`src/rtl/obuf_reader_if.sv`:
```
// Output stream bundle of the output-buffer reader.
// A beat transfers on every rising clock edge where valid and ready are both 1.
// While valid=1 and ready=0, the master holds data and last stable.
interface obuf_reader_if #(
  parameter int VEC_WIDTH = 64
);
  logic [VEC_WIDTH-1:0] data;
  logic                 valid;
  logic                 ready;
  logic                 last;

  modport master (output data, output valid, output last, input ready);
  modport slave  (input data, input valid, input last, output ready);
endinterface

```
`src/rtl/obuf_reader.sv`:
```
// Read-side engine for the INT4x16 output buffer: reads num words from address 0
// and streams them out through a 2-entry fall-through FIFO that absorbs RAM latency.
module obuf_reader #(
  parameter int VEC_WIDTH = 64,
  parameter int ARR_DEPTH = 64,
  parameter int ADDR_W    = 6
) (
  input  logic                 i_clk,
  input  logic                 i_rst_n,
  input  logic                 i_start,
  input  logic [ADDR_W:0]      i_num,
  output logic                 o_ram_re,
  output logic [ADDR_W-1:0]    o_ram_addr,
  input  logic [VEC_WIDTH-1:0] i_ram_data,
  obuf_reader_if.master        out_if,
  output logic                 o_busy,
  output logic                 o_done,
  output logic [1:0]           o_state_dbg
);

  typedef enum logic [1:0] {
    S_IDLE  = 2'd0,
    S_READ  = 2'd1,
    S_DRAIN = 2'd2,
    S_DONE  = 2'd3
  } state_e;

  state_e               state_q, state_d;
  logic [ADDR_W:0]      num_q, num_d;
  logic [ADDR_W:0]      issued_q, issued_d;
  logic [ADDR_W:0]      sent_q, sent_d;
  logic [ADDR_W-1:0]    rd_addr_q, rd_addr_d;
  logic [ADDR_W-1:0]    ram_addr_q, ram_addr_d;
  logic                 inflight_q, inflight_d;
  logic [VEC_WIDTH-1:0] fifo_q [2];
  logic                 wr_ptr_q, rd_ptr_q;
  logic [1:0]           count_q, count_d;

  logic                 valid;
  logic                 pop;
  logic                 pop_fifo;
  logic                 push;
  logic                 issue;
  logic [1:0]           occ;
  logic [1:0]           occ_after_pop;

  // Fall-through: with an empty FIFO the in-flight RAM word is presented directly,
  // which gives first data two cycles after start.
  assign valid = (count_q != 2'd0) || inflight_q;
  assign pop   = valid && out_if.ready;

  always_comb begin
    out_if.data = '0;
    if (count_q != 2'd0) begin
      out_if.data = fifo_q[rd_ptr_q];
    end else if (inflight_q) begin
      out_if.data = i_ram_data;
    end
  end

  assign out_if.valid = valid;
  assign out_if.last  = valid && (sent_q == (num_q - (ADDR_W+1)'(1)));

  // A word that arrives into an empty FIFO and is taken immediately is never stored.
  assign pop_fifo = pop && (count_q != 2'd0);
  assign push     = inflight_q && ((count_q != 2'd0) || !pop);

  // Credit: buffered plus in-flight words, after this cycle's pop, must leave room.
  assign occ           = count_q + {1'b0, inflight_q};
  assign occ_after_pop = occ - {1'b0, pop};
  assign issue         = (state_q == S_READ) && (issued_q < num_q) && (occ_after_pop < 2'd2);

  assign o_ram_re    = issue;
  assign o_ram_addr  = issue ? rd_addr_q : ram_addr_q;
  assign o_busy      = (state_q != S_IDLE);
  assign o_done      = (state_q == S_DONE);
  assign o_state_dbg = state_q;

  always_comb begin
    state_d    = state_q;
    num_d      = num_q;
    issued_d   = issued_q + (ADDR_W+1)'(issue);
    sent_d     = sent_q + (ADDR_W+1)'(pop);
    rd_addr_d  = rd_addr_q + ADDR_W'(issue);
    ram_addr_d = issue ? rd_addr_q : ram_addr_q;
    inflight_d = issue;
    count_d    = count_q + 2'(push) - 2'(pop_fifo);
    unique case (state_q)
      S_IDLE: begin
        if (i_start) begin
          num_d     = i_num;
          issued_d  = '0;
          sent_d    = '0;
          rd_addr_d = '0;
          state_d   = (i_num == '0) ? S_DONE : S_READ;
        end
      end
      S_READ: begin
        if (issued_d == num_q) state_d = S_DRAIN;
      end
      S_DRAIN: begin
        if (sent_d == num_q) state_d = S_DONE;
      end
      S_DONE: begin
        state_d = S_IDLE;
      end
      default: state_d = S_IDLE;
    endcase
  end

  always_ff @(posedge i_clk or negedge i_rst_n) begin
    if (!i_rst_n) begin
      state_q    <= S_IDLE;
      num_q      <= '0;
      issued_q   <= '0;
      sent_q     <= '0;
      rd_addr_q  <= '0;
      ram_addr_q <= '0;
      inflight_q <= 1'b0;
      count_q    <= 2'd0;
      wr_ptr_q   <= 1'b0;
      rd_ptr_q   <= 1'b0;
      fifo_q[0]  <= '0;
      fifo_q[1]  <= '0;
    end else begin
      state_q    <= state_d;
      num_q      <= num_d;
      issued_q   <= issued_d;
      sent_q     <= sent_d;
      rd_addr_q  <= rd_addr_d;
      ram_addr_q <= ram_addr_d;
      inflight_q <= inflight_d;
      count_q    <= count_d;
      if (push) begin
        fifo_q[wr_ptr_q] <= i_ram_data;
        wr_ptr_q         <= ~wr_ptr_q;
      end
      if (pop_fifo) begin
        rd_ptr_q <= ~rd_ptr_q;
      end
    end
  end

  always_ff @(posedge i_clk) begin
    if (i_rst_n) begin
      assert (!(push && !pop_fifo && (count_q == 2'd2)));
      if ((state_q == S_IDLE) && i_start) begin
        assert (i_num <= (ADDR_W+1)'(ARR_DEPTH));
      end
    end
  end

endmodule

```
`src/flat_wrapper.sv`:
```
// flat-port wrapper written by rule: the top's interface ports become plain ports
module obuf_reader_flat 
#(
  parameter int VEC_WIDTH = 64,
  parameter int ARR_DEPTH = 64,
  parameter int ADDR_W    = 6
)
  (i_clk, i_rst_n, i_start, i_num, o_ram_re, o_ram_addr, i_ram_data, o_busy, o_done, o_state_dbg, out_if_data, out_if_valid, out_if_last, out_if_ready);
  obuf_reader_if #(.VEC_WIDTH(VEC_WIDTH)) out_if_i ();
  input  logic i_clk;
  input  logic i_rst_n;
  input  logic i_start;
  input  logic [ADDR_W:0] i_num;
  output logic o_ram_re;
  output logic [ADDR_W-1:0] o_ram_addr;
  input  logic [VEC_WIDTH-1:0] i_ram_data;
  output logic o_busy;
  output logic o_done;
  output logic [1:0] o_state_dbg;
  output wire logic [$bits(out_if_i.data)-1:0] out_if_data;
  output wire logic [$bits(out_if_i.valid)-1:0] out_if_valid;
  output wire logic [$bits(out_if_i.last)-1:0] out_if_last;
  input wire logic [$bits(out_if_i.ready)-1:0] out_if_ready;
  assign out_if_data = out_if_i.data;
  assign out_if_valid = out_if_i.valid;
  assign out_if_last = out_if_i.last;
  assign out_if_i.ready = out_if_ready;
  obuf_reader #(.VEC_WIDTH(VEC_WIDTH), .ARR_DEPTH(ARR_DEPTH), .ADDR_W(ADDR_W)) u_core (.i_clk(i_clk), .i_rst_n(i_rst_n), .i_start(i_start), .i_num(i_num), .o_ram_re(o_ram_re), .o_ram_addr(o_ram_addr), .i_ram_data(i_ram_data), .out_if(out_if_i), .o_busy(o_busy), .o_done(o_done), .o_state_dbg(o_state_dbg));
endmodule
```
`config.mk`:
```
export PLATFORM = sky130hd
export DESIGN_NAME = obuf_reader_flat
export DESIGN_NICKNAME = d
export VERILOG_FILES = /design/src/rtl/obuf_reader_if.sv /design/src/rtl/obuf_reader.sv /design/src/flat_wrapper.sv
export SDC_FILE = /design/constraint.sdc
export NUM_CORES = 1
export LEC_CHECK = 0
export BUFFER_PORTS_ARGS = -buffer_cell sky130_fd_sc_hd__buf_2
export CORE_MARGIN = 10
export CORE_UTILIZATION = 56
export DETAILED_ROUTE_END_ITERATION = 16
export PLACE_DENSITY_LB_ADDON = 0.12
export SETUP_SLACK_MARGIN = 0.5
export SLEW_MARGIN = 20
export SYNTH_ARGS = -nofsm -noshare
export SYNTH_HDL_FRONTEND = slang
export SYNTH_SLANG_ARGS = --single-unit
```
`constraint.sdc`:
```
create_clock -name i_clk -period 5 [get_ports i_clk]
set_input_delay 1.25 -clock i_clk [delete_from_list [all_inputs] [get_ports i_clk]]
set_output_delay 1.25 -clock i_clk [all_outputs]
set_load 0.01 [all_outputs]
```
==> results of run 1 <==
==> stage by stage <==
step	util [%]	instances	hold slack (ps)	total power (uW)
floorplan	-	734	463	4590
global placement	62.3	1032	478	5510
detailed placement	62.3	1032	483	5650
CTS	66.5	1063	498	7100
global route	66.6	1063	514	7530
finish	66.6	1063	496	7020
==> per-layer routing <==
metal	vias to the layer above	global-route usage (%)	routed length, um
li1	2876	-	-
met1	3035	24.2	8480
met2	144	30.4	9330
met3	23	5.54	1330
met4	0	7.04	313
met5	-	0	0
==> worst max-delay path, cell delays in order <==
cell	delay, ps
buf_2	110
and2_1	150
ha_1	190
xor2_1	180
xnor2_1	140
nand3b_1	130
a21oi_4	310
mux2_2	390
buf_2	150
==> worst min-delay path by stage <==
stage	startpoint	to	slack (ps)	cells after the start
floorplan	u_core.wr_ptr_q$_DFFE_PN0P_	u_core.wr_ptr_q$_DFFE_PN0P_	460	1
global placement	u_core.ram_addr_q[1]$_DFF_PN0_	u_core.ram_addr_q[1]$_DFF_PN0_	480	1
detailed placement	u_core.ram_addr_q[1]$_DFF_PN0_	u_core.ram_addr_q[1]$_DFF_PN0_	480	1
CTS	u_core.ram_addr_q[0]$_DFF_PN0_	u_core.ram_addr_q[0]$_DFF_PN0_	500	1
global route	u_core.fifo_q[24]$_DFFE_PN0P_	u_core.fifo_q[24]$_DFFE_PN0P_	510	1
finish	u_core.ram_addr_q[0]$_DFF_PN0_	u_core.ram_addr_q[0]$_DFF_PN0_	500	1
==> cell families after synthesis <==
| family | after synthesis | share of synthesized area, % |
|---|---|---|
| multiplexers | 199 | 25.3 |
| adder cells (fa/ha/maj) | 21 | 3.08 |
| flip-flops | 168 | 49.3 |
| AND/OR/NAND/NOR | 151 | 8.72 |
| buffers and inverters | 61 | 3.20 |
| XOR/XNOR | 36 | 3.69 |
| AO/OA/AOI/OAI | 98 | 6.76 |
==> area by class of cell <==
class | instances | area (um2) | share of cell area, %
clock buffer | 19 | 443 | 4.41
sequential | 168 | 4210 | 41.9
multi-input combinational | 505 | 4080 | 40.6
tap | 188 | 235 | 2.34
timing repair buffer | 158 | 831 | 8.27
clock inverter | 12 | 199 | 1.98
inverter | 13 | 48.8 | 0.486
==> sequential cells by signal, indices dropped and copies added (netlist names) <==
| register | count |
|---|---|
| u_core.fifo_q | 128 |
| u_core.inflight_q | 1 |
| u_core.num_q | 7 |
| u_core.wr_ptr_q | 1 |
| u_core.o_state_dbg | 2 |
| u_core.count_q | 2 |
| u_core.ram_addr_q | 6 |
| u_core.sent_q | 7 |
| u_core.rd_addr_q | 6 |
| u_core.issued_q | 7 |
| u_core.rd_ptr_q | 1 |
==> synth_stat cells, types with 6 or more instances <==
library cell,number
xor2_1,19
nand2_1,22
dfrtp_1,168
and2_1,9
inv_1,13
nor2b_1,6
ha_1,21
nor3_1,6
mux2i_1,65
nand3_1,72
buf_4,6
nor2_1,24
clkbuf_1,21
buf_2,11
o21ai_0,73
mux2_2,134
xnor2_1,17
buf_1,9
==> power groups by stage <==
stage          Combinational [uW]  Sequential [uW]  Clock [uW]
3_5_place_dp                 3150             2500           0
2_1_floorplan                2330             2260           0
3_3_place_gp                 3060             2450           0
5_1_grt                      3460             2560        1510
4_1_cts                      3160             2480        1450
6_report                     3120             2480        1420
==> results.md, run 1 <==
- Via count: 6078
- Synth top area cells: dfrtp_1, mux2_2, mux2i_1, o21ai_0, nand3_1
- Post-Syn Area: between 8000 and 9000 um2
- Initial DRT Pass Iterations: 4
- Slew @ Worst Pin: just over 900 ps
- Mean area per synthesized cell: ~12 um2
- Worst-skew pair later-pin latency: 430 ps
- Slew margin rel.: 38.2%
- VDD IR-drop max: roughly 0.00033 V
- Mapped Cells: 734
- Crit path launch type: input pin
- Initial DRC count: 292
- Max Clock Skew: ~8.6 ps
- Clock sinks: around 170
- IO Pins: around 150
- # Post-CTS Setup Buffers: 0
- EDFF count, synth: 0
- DP Worst Slack: approximately 560 ps
- Initial Utilization: between 50% and 60%
- P&R area growth vs syn: 17.6%
- FF-to-FF setup slack: 1180 ps
- GRT overflow: 0
- Part of the cycle the worst path needs: about 85%
- Post-place instance area: ~9400 um2
- Largest buffer count on any clock path: 2
- Resize count post-CTS: 0
- Final WL: approximately 20 mm
- Worst setup path endpoint: o_ram_addr[3]
- Ys async rst share: 100%
- Clock transition at the registers of the reported paths: ~60 ps
- Leading area contributor after synthesis: dfrtp_1
- Via-per-instance ratio: 5.72
- First-pass GRT wire length: ~31 mm
- Reg2Reg Depth: 16
- Pin count of the biggest net entering global routing: 131
- Fmax: 234 MHz
- Setup Crit Path Kind: in2out
- Clk pwr share: around a fifth
- Root buffer cell: clkbuf_16
- Endpoints failing hold: 0
- Share of post-route cells with drive strength above 1: 38.1%
- Crit path from: out_if_ready
- Switching share of power: between 30 and 40%
- Setup ws final: between 700 and 800 ps
- Yosys warnings: 0
- Syn Nets: 830
- Synth Register Bits: 168
- TNS Setup: 0 ps
- Post-route cell area: ~10000 um2
- CTS tree: yes
- Synth cell types: 42
- RSZ-0062 raised after global routing: no
- Core ar.: about 15000 um2
- Post-synth top area share: about half
- Cts hold-fix bufs: 0
- Buffers on Ports: approximately 150
- Sequential area share after synthesis: roughly half
- Final Setup Violations: 0
- Nets: roughly 960
- Hold Path Class: reg2reg
- Int Pwr: about 4400 uW
- Power density cells: 700 nW/um2
- Die height: 143 um
- Diode count: 0
- Most used DFF post-synth: dfrtp_1
- Hpwl dp: around 13 mm
- Vias in the first global route: about 6.3k
- Post-route minimum period: around 4300 ps
- Max Cap Viol: 0
- Combinational share of power: between 40% and 50%
- Sequential Power Share: about a third
- Slew Limit Fails: 0
- Num CTS Buffers: 17
- Residual DRC: 0
- Worst setup EP type: primary output
- Initial antenna violation count: 0
- Leading cell types in the layout, fill and taps excluded: dfrtp_1, buf_2, mux2_2
- NetSw: 2600 uW
- H-tree Lvls: 4
- GPL Wtd Cong: between 0.8 and 0.9
- RR Startpoint: u_core.num_q[1]$_DFFE_PN0P_
- Reg-to-Reg End: u_core.o_state_dbg[0]$_DFFE_PN0P_
- Filler Cells Inserted: roughly 1.2k
- Arrival time worst endpoint: 3020 ps
- Most common cell after layout, fill and taps aside: dfrtp_1
- GRT Overall Usage: between 10% and 20%
- Leak: approximately 0.0047 uW
- Worst-path fanout max: 10
- Drt wl/cell: 18.3 um
- Outcome: complete, no violations
- Number of placement rows: 45
- Final antenna-violating net count: 0
- Critical Path RT: around 3800 ps
- Die area: slightly above 20000 um2
- Die X: around 140 um
Note: power is estimated with default switching activity, not from simulation.
==> run 2: changes to the inputs <==
--- a/config.mk
+++ b/config.mk
@@ -5,6 +5,7 @@
 export SDC_FILE = /design/constraint.sdc
 export NUM_CORES = 1
 export LEC_CHECK = 0
+export ABC_AREA = 1
 export BUFFER_PORTS_ARGS = -buffer_cell sky130_fd_sc_hd__buf_2
 export CORE_MARGIN = 10
 export CORE_UTILIZATION = 56
==> results.md, run 2 <==
- TNS Setup: 0 ps (unchanged)
- Slew Limit Fails: 0 (unchanged)
- Worst-skew pair later-pin latency: 430 ps (about the same)
- Clock sinks: 168 (unchanged)
- Synth Register Bits: 168 (unchanged)
- # Post-CTS Setup Buffers: 0 (unchanged)
- VDD IR-drop max: 0.000415 V (was 0.000328 V)
- Initial Utilization: 57.3% (was 56.6%)
- Drt wl/cell: 15.4 um (was 18.3 um)
- Synth top cells by count: nand2_1, dfrtp_1, o21ai_0, inv_1, nor2_1 (was dfrtp_1, mux2_2, o21ai_0, nand3_1, mux2i_1)
- Clock transition at the registers of the reported paths: 60 ps (about the same)
- Ys async rst share: 100% (unchanged)
- Hold Path Class: reg2reg (unchanged)
- Final core utilization: 66.6% (about the same)
- Final WL: 20.8 mm (was 19.5 mm)
- Arrival time worst endpoint: 2940 ps (was 3020 ps)
- Reg2Reg Depth: 24 (was 16)
- Residual DRC: 0 (unchanged)
- Slew margin rel.: 36.7% (was 38.2%)
- Initial antenna violation count: 0 (unchanged)
- Endpoints failing hold: 0 (unchanged)
- Nets: 1251 (was 959)
- Number of placement rows: 44 (was 45)
- IO Pins: 152 (unchanged)
- Resize count post-CTS: 0 (unchanged)
- GRT Overall Usage: 20.7% (was 19.1%)
- Post-synth top area share: 50.3% (was 49.3%)
- Max Clock Skew: 12.1 ps (was 8.61 ps)
- Crit path launch type: input pin (unchanged)
- Num CTS Buffers: 17 (unchanged)
- Leading cell types in the layout, fill and taps excluded: nand2_1, dfrtp_1, buf_2 (was dfrtp_1, buf_2, mux2_2)
- Crit path from: out_if_ready (unchanged)
- Die area: 20200 um2 (was 20600 um2)
- Worst hold stages: 2 (was 1)
- Final antenna-violating net count: 0 (unchanged)
- Leading area contributor after synthesis: dfrtp_1 (unchanged)
- EDFF count, synth: 0 (unchanged)
- Share of post-route cells with drive strength above 1: 17.6% (was 38.1%)
- Post-route minimum period: 4190 ps (was 4270 ps)
- Root buffer cell: clkbuf_16 (unchanged)
- Setup ws final: 805 ps (was 732 ps)
- Part of the cycle the worst path needs: 83.9% (was 85.4%)
- Most common cell after layout, fill and taps aside: nand2_1 (was dfrtp_1)
- Via-per-instance ratio: 5.40 (was 5.72)
- FF-to-FF setup slack: 1230 ps (was 1180 ps)
- Slew @ Worst Pin: 949 ps (was 927 ps)
- Non-Filler Instances: 1352 (was 1063)
- Fmax: 238 MHz (was 234 MHz)
- Power density cells: 669 nW/um2 (was 700 nW/um2)
- P&R area growth vs syn: 16.2% (was 17.6%)
- Post-Syn Area: 8360 um2 (was 8540 um2)
- Sequential area share after synthesis: 50.3% (was 49.3%)
- Most flop-heavy register: u_core.fifo_q (unchanged)
- Worst setup EP type: primary output (unchanged)
- Critical Path RT: 3750 ps (about the same)
- Max FFs per register: 128 (unchanged)
- Initial DRC count: 656 (was 292)
- Hpwl dp: 13.3 mm (was 13.0 mm)
- GPL Wtd Cong: 0.862 (was 0.831)
- Hold slack: 484 ps (was 496 ps)
- RR Startpoint: u_core.count_q[1]$_DFF_PN0_ (was u_core.num_q[1]$_DFFE_PN0P_)
- Core ar.: 14600 um2 (was 15100 um2)
- Cells after DPL: 1320 (was 1032)
- Synth top area cells: dfrtp_1, nand2_1, o21ai_0, inv_1, o22ai_1 (was dfrtp_1, mux2_2, mux2i_1, o21ai_0, nand3_1)
- Most used DFF post-synth: dfrtp_1 (unchanged)
- Mapped Cells: 1035 (was 734)
- Vias in the first global route: 7062 (was 6306)
- GRT overflow: 0 (unchanged)
- Final Setup Violations: 0 (unchanged)
- Mean area per synthesized cell: 8.08 um2 (was 11.6 um2)
- Yosys warnings: 0 (unchanged)
- Buffers on Ports: 151 (unchanged)
- Die height: 142 um (was 143 um)
- Leak: 0.00509 uW (was 0.00466 uW)
- Max Cap Viol: 0 (unchanged)
- First-pass GRT wire length: 34.6 mm (was 31.4 mm)
- Cts hold-fix bufs: 0 (unchanged)
- CTS tree: yes (unchanged)
- Worst Hold End: u_core.fifo_q[12]$_DFFE_PN0P_ (was u_core.ram_addr_q[0]$_DFF_PN0_)
- RSZ-0062 raised after global routing: no (unchanged)
- Worst-path fanout max: 10 (unchanged)
- Most frequent cell after synthesis: nand2_1 (was dfrtp_1)
- Syn Nets: 1131 (was 830)
- DP Worst Slack: 671 ps (was 561 ps)
- Die X: 142 um (was 143 um)
- Outcome: complete, no violations (unchanged)
- Reg-to-Reg End: u_core.o_state_dbg[1]$_DFFE_PN0P_ (was u_core.o_state_dbg[0]$_DFFE_PN0P_)
- HP Start: u_core.fifo_q[12]$_DFFE_PN0P_ (was u_core.ram_addr_q[0]$_DFF_PN0_)
- Largest buffer count on any clock path: 2 (unchanged)
- Pin count of the biggest net entering global routing: 108 (was 131)
- Initial DRT Pass Iterations: 5 (was 4)
- Via count: 7304 (was 6078)
- Synth cell types: 29 (was 42)
- Diode count: 0 (unchanged)
- H-tree Lvls: 4 (unchanged)
- Setup Crit Path Kind: in2out (unchanged)
## run 2: cell count changes after synthesis, moves of 10 or more
cell / delta
xnor2_1: -10
o22ai_1: +63
nor2_1: +68
xor2_1: -11
o21ai_1: +64
mux2i_1: -65
o21ai_0: +68
nand3_1: -42
nand2_1: +200
inv_1: +104
mux2_2: -134
## run 2: final cells by class
type / instances / area [um2]
fill: 1272 / 4870
sequential: 168 / 4210
multi-input combinational: 690 / 3420
timing repair buffer: 159 / 835
clock buffer: 22 / 464
inverter: 119 / 447
tap: 184 / 230
clock inverter: 10 / 118
## run 2: layer usage
layer	vias up	routed length, um	track usage [%]
li1	3637	-	-
met2	222	9450	31.6
met1	3420	9670	27.6
met5	-	0	0
met4	0	288	6.99
met3	25	1440	5.81
## run 2: critical path, cell delays in order
cell	delay (ps)
buf_2	90
inv_1	50
nor2_1	140
ha_1	250
nor2_1	120
xor2_1	180
nand4_2	260
inv_1	280
nand2_1	90
nand2_1	90
buf_2	140
## run 2: cells by family (layout without fill, tap and decap cells)
family | count (synthesis) | after routing | share of synthesized area, %
and+or+nand+nor | 371 | 371 | 18.0
AOI/OAI and AO/OA | 283 | 283 | 18.0
buffers and inverters | 177 | 310 | 8.98
DFF | 168 | 168 | 50.3
adders and majority gates | 21 | 21 | 3.14
xor gates and xnor gates | 15 | 15 | 1.57
## run 2: metrics by stage
step	power [uW]	cell area, um2
finish	6490	9710
global route	7060	9710
CTS	6550	9710
detailed placement	5220	9130
global placement	5160	9130
floorplan	4220	8360
## run 2: worst max-delay path by stage
| stage | to | slack (ps) |
|---|---|---|
| floorplan | u_core.o_state_dbg[0]$_DFFE_PN0P_ | 1180 |
| global placement | u_core.o_state_dbg[1]$_DFFE_PN0P_ | 760 |
| detailed placement | u_core.o_state_dbg[0]$_DFFE_PN0P_ | 670 |
| CTS | o_ram_addr[2] | 810 |
| global route | o_ram_addr[2] | 640 |
| finish | o_ram_addr[2] | 810 |
## run 2: report_power, final
part | internal, uW | switching (uW)
Combinational | 1130 | 1810
Sequential | 1920 | 334
Clock | 764 | 538
==> run 3: changes to the inputs <==
--- a/config.mk
+++ b/config.mk
@@ -8,7 +8,7 @@
 export ABC_AREA = 1
 export BUFFER_PORTS_ARGS = -buffer_cell sky130_fd_sc_hd__buf_2
 export CORE_MARGIN = 10
-export CORE_UTILIZATION = 56
+export CORE_UTILIZATION = 51
 export DETAILED_ROUTE_END_ITERATION = 16
 export PLACE_DENSITY_LB_ADDON = 0.12
 export SETUP_SLACK_MARGIN = 0.5
==> constraint.sdc (replaced) <==
create_clock -name i_clk -period 3.63 [get_ports i_clk]
set_input_delay 0.9075 -clock i_clk [delete_from_list [all_inputs] [get_ports i_clk]]
set_output_delay 0.9075 -clock i_clk [all_outputs]
set_load 0.01 [all_outputs]
==> results.md, run 3 (synthesized netlist as in run 2, its figures left out) <==
- Final WL: 21.6 mm (was 20.8 mm)
- Clock transition at the registers of the reported paths: 60 ps (about the same)
- GRT overflow: 0 (unchanged)
- GPL Wtd Cong: 0.839 (was 0.862)
- Hpwl dp: 14.0 mm (was 13.3 mm)
- Initial DRT Pass Iterations: 5 (unchanged)
- Number of placement rows: 46 (was 44)
- Final Setup Violations: 0 (unchanged)
- Initial Utilization: 52.2% (was 57.3%)
- Initial antenna violation count: 1 (was 0)
- Endpoints failing hold: 0 (unchanged)
- Sequential Power Share: 33.4% (was 34.6%)
- CP top delay family: simple AND/OR/NAND/NOR gates (unchanged)
- Leading cell types in the layout, fill and taps excluded: nand2_1, dfrtp_1, buf_2 (unchanged)
- Slew margin rel.: 50.2% (was 36.7%)
- Clk pwr share: 19.6% (was 20.0%)
- Root buffer cell: clkbuf_16 (unchanged)
- Core ar.: 16000 um2 (was 14600 um2)
- Post-route cell area: 10200 um2 (was 9710 um2)
- Initial DRC count: 481 (was 656)
- FF/Latch Area: 4210 um2 (about the same)
- Part of the cycle the worst path needs: roughly nine tenths
- Share of post-route cells with drive strength above 1: 21.5% (was 17.6%)
- Switching share of power: 41.5% (was 41.3%)
- Worst path bufs/invs: 3 (was 4)
- Largest buffer count on any clock path: 2 (unchanged)
- Fmax: between 300 and 400 MHz
- CP max stage cell: dfrtp_1 (was inv_1)
- Hold slack: 480 ps (was 484 ps)
- VDD IR-drop max: 0.000500 V (was 0.000415 V)
- HP Start: u_core.ram_addr_q[5]$_DFF_PN0_ (was u_core.fifo_q[12]$_DFFE_PN0P_)
- Worst-path cell chain: nor2_4, inv_2, nor2_4, nor2_4, ha_4, xnor2_4, xor2_2, nand4_4, buf_6, o21ai_2, buf_2 (was buf_2, inv_1, nor2_1, ha_1, nor2_1, xor2_1, nand4_2, inv_1, nand2_1, nand2_1, buf_2)
- Num CTS Buffers: 17 (unchanged)
- Arrival time worst endpoint: 2360 ps (was 2940 ps)
- RSZ-0062 raised after global routing: yes (was no)
- Worst-path fanout max: 5 (was 10)
- Post-place instance area: 9290 um2 (was 9130 um2)
- Nets: 1272 (was 1251)
- Slew @ Worst Pin: 747 ps (was 949 ps)
- Crit path launch type: flop (was input pin)
- Worst setup EP type: primary output (unchanged)
- Final core utilization: 63.6% (was 66.6%)
- Clock sinks: 168 (unchanged)
- Setup ws final: 367 ps (was 805 ps)
- P&R area growth vs syn: 21.7% (was 16.2%)
- Most common cell after layout, fill and taps aside: nand2_1 (unchanged)
- RR Startpoint: u_core.count_q[0]$_DFF_PN0_ (was u_core.count_q[1]$_DFF_PN0_)
- GRT Overall Usage: 19.7% (was 20.7%)
- Crit path from: u_core.count_q[0]$_DFF_PN0_ (was out_if_ready)
- Leak: 0.00524 uW (was 0.00509 uW)
- Max FFs per register: 128 (unchanged)
- First-pass GRT wire length: 35.7 mm (was 34.6 mm)
- Max Clock Skew: 6.10 ps (was 12.1 ps)
- Filler Cells Inserted: 1439 (was 1272)
- Outcome: complete, no violations (unchanged)
- Vias in the first global route: 7189 (was 7062)
- Multi-input gate area: 3560 um2 (was 3420 um2)
- Worst-skew pair later-pin latency: 430 ps (about the same)
- Hold Path Class: reg2reg (unchanged)
- CP max stage delay: 410 ps (was 280 ps)
- Via count: 7393 (was 7304)
- Post-route minimum period: 3260 ps
- NetSw: 3930 uW (was 2680 uW)
- Critical Path RT: 2720 ps (was 3750 ps)
- Max Cap Viol: 0 (unchanged)
- Most frequent cell on the critical path: nor2_4
- DP Worst Slack: 170 ps (was 671 ps)
- Die X: 148 um (was 142 um)
- Via-per-instance ratio: 5.26 (was 5.40)
- TNS Setup: 0 ps (unchanged)
- Pin count of the biggest net entering global routing: 80 (was 108)
- IO Pins: 152 (unchanged)
- CTS tree: yes (unchanged)
- Combinational share of power: 47.0% (was 45.3%)
- Int Pwr: 5540 uW (was 3810 uW)
- Die area: 21900 um2 (was 20200 um2)
- H-tree Lvls: 4 (unchanged)
- Buffers on Ports: 151 (unchanged)
- Slew Limit Fails: 0 (unchanged)
- Drt wl/cell: 15.4 um (about the same)
- Most flop-heavy register: u_core.fifo_q (unchanged)
- Final antenna-violating net count: 0 (unchanged)
- Power density cells: 931 nW/um2 (was 669 nW/um2)
- Die height: 148 um (was 142 um)
- Setup Crit Path Kind: reg2out (was in2out)
- Residual DRC: 0 (unchanged)
run 3: cell types whose count changed in the layout (fill, tap and decap cells not counted), sizes merged:
cell,before,now
clkinvlp,1,4
clkbuf,22,20
diode,0,1
buf,159,180
clkinv,5,4
run 3: stage by stage:
stage | power, uW | std cells
final | 9470 | 1406
after global placement | 7250 | 1358
after floorplan | 5840 | 1035
after global routing | 10300 | 1405
after CTS | 9410 | 1397
after detailed placement | 7320 | 1358
run 3: layout make-up:
class,count,area share (%)
repair buffers,180,10.6
diodes,1,0.0246
flip-flops and latches,168,41.4
well taps,216,2.66
multi-input cells,690,35.0
inverters,119,4.42
clock buffers,20,4.59
clock inverters,12,1.40
run 3: worst paths after layout:
check | to | slack, ps | cells after the start
hold / removal | u_core.ram_addr_q[5]$_DFF_PN0_ | 480 | 2
max in group asynchronous | u_core.fifo_q[92]$_DFFE_PN0P_ | 2210 | 2
hold reg to reg | u_core.ram_addr_q[5]$_DFF_PN0_ | 480 | 2
setup reg to reg | u_core.o_state_dbg[1]$_DFFE_PN0P_ | 600 | 24
setup / recovery | o_ram_addr[4] | 370 | 11
min in group asynchronous | u_core.fifo_q[8]$_DFFE_PN0P_ | 510 | 1
run 3: what timing repair did:
| action | in CTS | in global routing |
|---|---|---|
| pin swaps | 8 | 8 |
| cloned | 1 | 0 |
| setup endpoints to repair | 17 | 53 |
| setup buffers | 6 | 8 |
| resized for setup | 24 | 17 |
| hold endpoints to repair | 0 | 0 |
| hold buffers | 0 | 0 |
run 3: power groups by stage:
stage | clock, uW | combinational [uW] | sequential (uW)
3_3_place_gp | 0 | 4110 | 3140
2_1_floorplan | 0 | 2850 | 2990
4_1_cts | 1890 | 4380 | 3140
3_5_place_dp | 0 | 4160 | 3160
5_1_grt | 1970 | 5040 | 3250
6_report | 1860 | 4450 | 3160
run 3: worst reg2reg max path: stages, from the launching register on:
cell     delay [ps]
dfrtp_1         410
nor2_4          140
inv_2            60
nor2_4          110
nor2_4           50
ha_4            170
xnor2_4         150
xor2_2          230
nand4_4         170
inv_4            90
buf_4           120
ha_4            160
ha_4            140
buf_4           130
nand3_1          70
nand2_1          90
nand2_1          70
nand2_1          60
nand3_1          70
nor2_1          100
nand2_1          70
nand2_2          90
nand3_2          90
nand2_1          70
nand2_1          50
run 3: metal layers:
layer / GRT usage, % / wire length, um / vias up
met5: 0 / 0 / -
met4: 5.50 / 242 / 0
met3: 5.19 / 1430 / 21
li1: - / - / 3680
met1: 26.0 / 10000 / 3484
met2: 31.2 / 9920 / 208
